<file path="src/rtl/branch_target_buffer.sv">
// Direct-mapped branch target buffer with 2-bit saturating direction counters.
// Define BTB_STATS_EN to add the saturating update/mispredict statistics counters.
module branch_target_buffer #(
    parameter int unsigned ENTRIES   = 16,
    parameter logic [1:0]  CTR_INIT  = 2'b01,
    parameter logic [1:0]  ALLOC_CTR = 2'b10
) (
    input  logic        CLK,
    input  logic        nRST,
    input  logic [31:0] pc,
    output logic        hit,
    output logic        predict_taken,
    output logic [31:0] predict_target,
    input  logic        upd_en,
    input  logic [31:0] upd_pc,
    input  logic        upd_taken,
    input  logic [31:0] upd_target,
    input  logic        inv
`ifdef BTB_STATS_EN
    ,
    output logic [31:0] stat_updates,
    output logic [31:0] stat_mispred
`endif
);

    localparam int unsigned IDX_W = $clog2(ENTRIES);
    localparam int unsigned TAG_W = 32 - IDX_W - 2;

    logic             valid_q  [ENTRIES];
    logic             valid_d  [ENTRIES];
    logic [TAG_W-1:0] tag_q    [ENTRIES];
    logic [TAG_W-1:0] tag_d    [ENTRIES];
    logic [31:0]      target_q [ENTRIES];
    logic [31:0]      target_d [ENTRIES];
    logic [1:0]       ctr_q    [ENTRIES];
    logic [1:0]       ctr_d    [ENTRIES];

    logic [IDX_W-1:0] rd_idx;
    logic [TAG_W-1:0] rd_tag;
    logic [IDX_W-1:0] up_idx;
    logic [TAG_W-1:0] up_tag;
    logic             up_hit;
    logic [1:0]       up_ctr;
    logic [31:0]      pc_plus4;
    logic             unused_pc_lo;

    assign rd_idx       = pc[IDX_W+1:2];
    assign rd_tag       = pc[31:IDX_W+2];
    assign up_idx       = upd_pc[IDX_W+1:2];
    assign up_tag       = upd_pc[31:IDX_W+2];
    assign unused_pc_lo = ^{pc[1:0], upd_pc[1:0]};

    // Zero-latency lookup straight off the registered entry state
    assign pc_plus4       = pc + 32'd4;
    assign hit            = valid_q[rd_idx] && (tag_q[rd_idx] == rd_tag);
    assign predict_taken  = hit && ctr_q[rd_idx][1];
    assign predict_target = predict_taken ? target_q[rd_idx] : pc_plus4;

    assign up_hit = valid_q[up_idx] && (tag_q[up_idx] == up_tag);
    assign up_ctr = ctr_q[up_idx];

    // Training: invalidate-all wins over a coincident update
    always_comb begin
        for (int unsigned i = 0; i < ENTRIES; i++) begin
            valid_d[i]  = valid_q[i];
            tag_d[i]    = tag_q[i];
            target_d[i] = target_q[i];
            ctr_d[i]    = ctr_q[i];
        end
        if (inv) begin
            for (int unsigned i = 0; i < ENTRIES; i++) begin
                valid_d[i] = 1'b0;
            end
        end else if (upd_en) begin
            if (up_hit) begin
                if (upd_taken) begin
                    ctr_d[up_idx]    = (up_ctr == 2'b11) ? 2'b11 : up_ctr + 2'd1;
                    target_d[up_idx] = upd_target;
                end else begin
                    ctr_d[up_idx] = (up_ctr == 2'b00) ? 2'b00 : up_ctr - 2'd1;
                end
            end else if (upd_taken) begin
                valid_d[up_idx]  = 1'b1;
                tag_d[up_idx]    = up_tag;
                target_d[up_idx] = upd_target;
                ctr_d[up_idx]    = ALLOC_CTR;
            end
        end
    end

    always_ff @(posedge CLK or negedge nRST) begin
        if (!nRST) begin
            for (int unsigned i = 0; i < ENTRIES; i++) begin
                valid_q[i]  <= 1'b0;
                tag_q[i]    <= '0;
                target_q[i] <= '0;
                ctr_q[i]    <= CTR_INIT;
            end
        end else begin
            for (int unsigned i = 0; i < ENTRIES; i++) begin
                valid_q[i]  <= valid_d[i];
                tag_q[i]    <= tag_d[i];
                target_q[i] <= target_d[i];
                ctr_q[i]    <= ctr_d[i];
            end
        end
    end

`ifdef BTB_STATS_EN
    logic        accept;
    logic        up_pred_taken;
    logic        up_mispred;
    logic [31:0] stat_upd_q;
    logic [31:0] stat_upd_d;
    logic [31:0] stat_mis_q;
    logic [31:0] stat_mis_d;

    // Misprediction judged against the state the fetch stage would have seen
    assign accept        = upd_en && !inv;
    assign up_pred_taken = up_hit && up_ctr[1];
    assign up_mispred    = (up_pred_taken != upd_taken) ||
                           (up_pred_taken && upd_taken && (target_q[up_idx] != upd_target));

    always_comb begin
        stat_upd_d = stat_upd_q;
        stat_mis_d = stat_mis_q;
        if (accept && (stat_upd_q != 32'hFFFF_FFFF)) begin
            stat_upd_d = stat_upd_q + 32'd1;
        end
        if (accept && up_mispred && (stat_mis_q != 32'hFFFF_FFFF)) begin
            stat_mis_d = stat_mis_q + 32'd1;
        end
    end

    always_ff @(posedge CLK or negedge nRST) begin
        if (!nRST) begin
            stat_upd_q <= '0;
            stat_mis_q <= '0;
        end else begin
            stat_upd_q <= stat_upd_d;
            stat_mis_q <= stat_mis_d;
        end
    end

    assign stat_updates = stat_upd_q;
    assign stat_mispred = stat_mis_q;
`endif

endmodule
</file>
<file path="config.mk">
export PLATFORM = sky130hd
export DESIGN_NAME = branch_target_buffer
export DESIGN_NICKNAME = d
export VERILOG_FILES = /design/src/rtl/branch_target_buffer.sv
export SDC_FILE = /design/constraint.sdc
export NUM_CORES = 2
export LEC_CHECK = 0
export BUFFER_PORTS_ARGS = -buffer_cell sky130_fd_sc_hd__buf_2
export CORE_MARGIN = 5
export CORE_UTILIZATION = 57
export DETAILED_ROUTE_END_ITERATION = 16
export PLACE_DENSITY = 0.74
export REMOVE_ABC_BUFFERS = 1
export SKIP_CTS_REPAIR_TIMING = 1
export SYNTH_ARGS = -nofsm -noshare
export SYNTH_HDL_FRONTEND = slang
export SYNTH_SLANG_ARGS = --single-unit
</file>
<file path="constraint.sdc">
create_clock -name CLK -period 5.1 [get_ports CLK]
set_clock_uncertainty 0.2 [all_clocks]
set_input_delay 0.765 -clock CLK [delete_from_list [all_inputs] [get_ports CLK]]
set_output_delay 0.765 -clock CLK [all_outputs]
set_load 0.1 [all_outputs]
</file>
==> out/results.ini <==
[outcome]
status=complete, but fails checks
violations=negative hold slack

[clock_network]
cts_buffers=101
clkTransAtPathRegs_ps=60
cts_sinks=976
cts_root_buffer=clkbuf_16
clock_latency_ps=710
cts_buffer_depth=3
cts_tree=yes
cts-htree-levels=3

[critical_path]
max_stage_delay_ps=530
arrival_ps=4130
cp_slowest_cell=mux4_2
path_max_fanout=11
crit_path_start_kind=primary input
critPathTopFamily=multiplexers
crit_buf_inv=6
path_cells=buf_16, buf_4, mux4_2, mux4_2, xnor2_2, o2111ai_2, a2111oi_2, buf_4, nand4_1, nand4b_1, buf_6, clkbuf_16, mux2_4, buf_12
cp_num_cells=14
cp-end-kind=primary output
critPathKind=primary input to primary output
r2r_cells=12
required_ps=4140

[timing]
hold_viol_final=4
worst_pin_slew_ps=1030
worst_slack_ps=7.29
final_max_slew_viol_count=0
timing.final.crit_share_pct=99.9
hold_slack_ps=-14.8
slew_headroom_pct=31.4
finalSetupViolCount=0
period_needed_ps=5090
rsz0062_at_grt=true
fmax_ghz=0.196

[run]
maxCapViolCount=0

[floorplan]
die-area_um2=93100
core_area_um2=86600
num_rows=108
fp.dieW_um=305
die_h_um=305
start_util_pct=57.3
io_pins=135

[pwr]
leakage_nw=26.3
power_frac_comb_pct=16.3
p_seq_share_pct=45.4
vdd_drop_max_mv=0.317
clkPwrFrac_pct=38.3
switchingPower_mw=5.42
powerDensity_nw_per_um2=359
p_sw_share_pct=26.3
intPower_mw=15.2

[detailed_routing]
antenna_left=0
drtIter0Drc=3197
dr_total_vias=31900
drc_errors=0
firstDrtPassIters=5
wirelength_mm=145
wl_per_cell_um=30.6
viasPerCell=6.73

[worst_hold_path]
hp-class=primary input to asynchronous set/reset pin

[synthesis]
yosysWarnings=0
synth_area_leaders=dfrtp_1 48%, mux2_2 17%, mux4_2 17%
synth.most_common_cell=dfrtp_1
yosysTopAreaCell=dfrtp_1
yosysSeqAreaShare_pct=49.2
syn-cell-area_um2=49700
ys_ff_latch=976
synthTopCellsByCount=960 x dfrtp_1, 758 x mux2_2, 365 x mux4_2, 194 x clkbuf_1, 190 x mux2_1
yosysUniqueCellTypes=74
async_flop_share_pct=100
synth_edf_count=0
avgSynthCellArea_um2=14.9
synth.top_cell.area_share_pct=48.4
synth-main-ff-cell=dfrtp_1
netlist_instances=3331

[grt]
grt_max_degree=110
grt_overflow=0
antenna_found_initial=16
grt_util_all_layers_pct=30.8
grt_pass1_vias=33900
grt_pass1_wl_mm=219

[placed_design]
place_ws_ps=-233
place.gp.congestion=0.970
hpwlAfterDp_mm=93.6
port_buffers=132

[final_layout]
nFillCells=5802
area_growth_pct=15.6
drive_above_1_share_pct=47.9
fin_nets=3593

kinds of logic after synthesis:
family,Yosys count,share of synthesized area [%]
flip-flops,976,49.2
buffers and inverters,342,3.03
multiplexers,1432,40.4
AND/OR/NAND/NOR,313,3.06
XOR/XNOR,80,1.41
adder cells (fa/ha/maj),2,0.0453
AO/OA/AOI/OAI,186,2.79
layer usage:
layer / GRT usage (%) / up-vias / routed length, um
met5: 0 / - / 107
met4: 12.3 / 14 / 6540
met3: 7.74 / 370 / 13000
met2: 49.0 / 1542 / 69200
met1: 41.6 / 17000 / 56100
li1: - / 12900 / -
power by group through the flow:
| stage | combinational [mW] | sequential (mW) | clock (mW) |
|---|---|---|---|
| after floorplan | 2.09 | 9.22 | 0 |
| after global placement | 3.17 | 9.33 | 0 |
| after detailed placement | 3.30 | 9.45 | 0 |
| after CTS | 3.32 | 9.33 | 7.96 |
| after global routing | 3.59 | 9.45 | 8.32 |
| final | 3.36 | 9.36 | 7.89 |
per-stage QoR:
step	cell area, um^2	power [mW]	cells	utilization [%]	setup TNS, ps
floorplan	48300	11.3	3024	-	-53590
CTS	57000	20.6	4715	65.8	-9250
detailed placement	53500	12.8	4527	61.7	-6480
global route	57400	21.4	4737	66.3	-1660
finish	57400	20.6	4739	66.3	0
global placement	53500	12.5	4527	61.7	-5800
cell usage in the layout, fill, tap and decap left out, types with 16 or more instances in the layout:
cell and n:
a21o_1 19, a22o_1 23, a22oi_1 34, buf_12 90, buf_2 90, buf_4 167
clkbuf_1 24, clkbuf_16 107, clkbuf_8 23, clkinv_2 18, dfrtp_1 960, dfstp_2 16
inv_1 33, mux2_1 190, mux2_2 756, mux2i_1 117, mux4_2 365, nand2_1 140
nand3_1 19, nor2_1 39, o21ai_0 28, xnor2_1 45, xor2_1 34
final cells by class:
| type | instances | area [um^2] | share of cell area, % |
|---|---|---|---|
| well taps | 1155 | 1450 | 2.52 |
| clock inverters | 40 | 619 | 1.08 |
| clock buffers | 148 | 2950 | 5.13 |
| repair buffers | 364 | 3840 | 6.68 |
| diodes | 8 | 20.0 | 0.0349 |
| multi-input cells | 2013 | 24000 | 41.7 |
| flip-flops and latches | 976 | 24400 | 42.6 |
| inverters | 35 | 131 | 0.229 |
final timing paths:
check / start / to / slack (ps)
setup / recovery: pc[2] / predict_target[6] / 7
max in group asynchronous: nRST / tag_q[294] / 3340
hold / removal: nRST / tag_q[244] / -10
min in group CLK: upd_target[28] / target_q[60] / 210
hold reg to reg: target_q[48] / target_q[48] / 270
setup reg to reg: tag_q[209] / tag_q[300] / 980
registers in the layout, summed over array words and instances, names as in the netlist:
signal    flops
ctr_q        32
tag_q       416
target_q    512
valid_q      16
(Power assumes the default switching activity.)
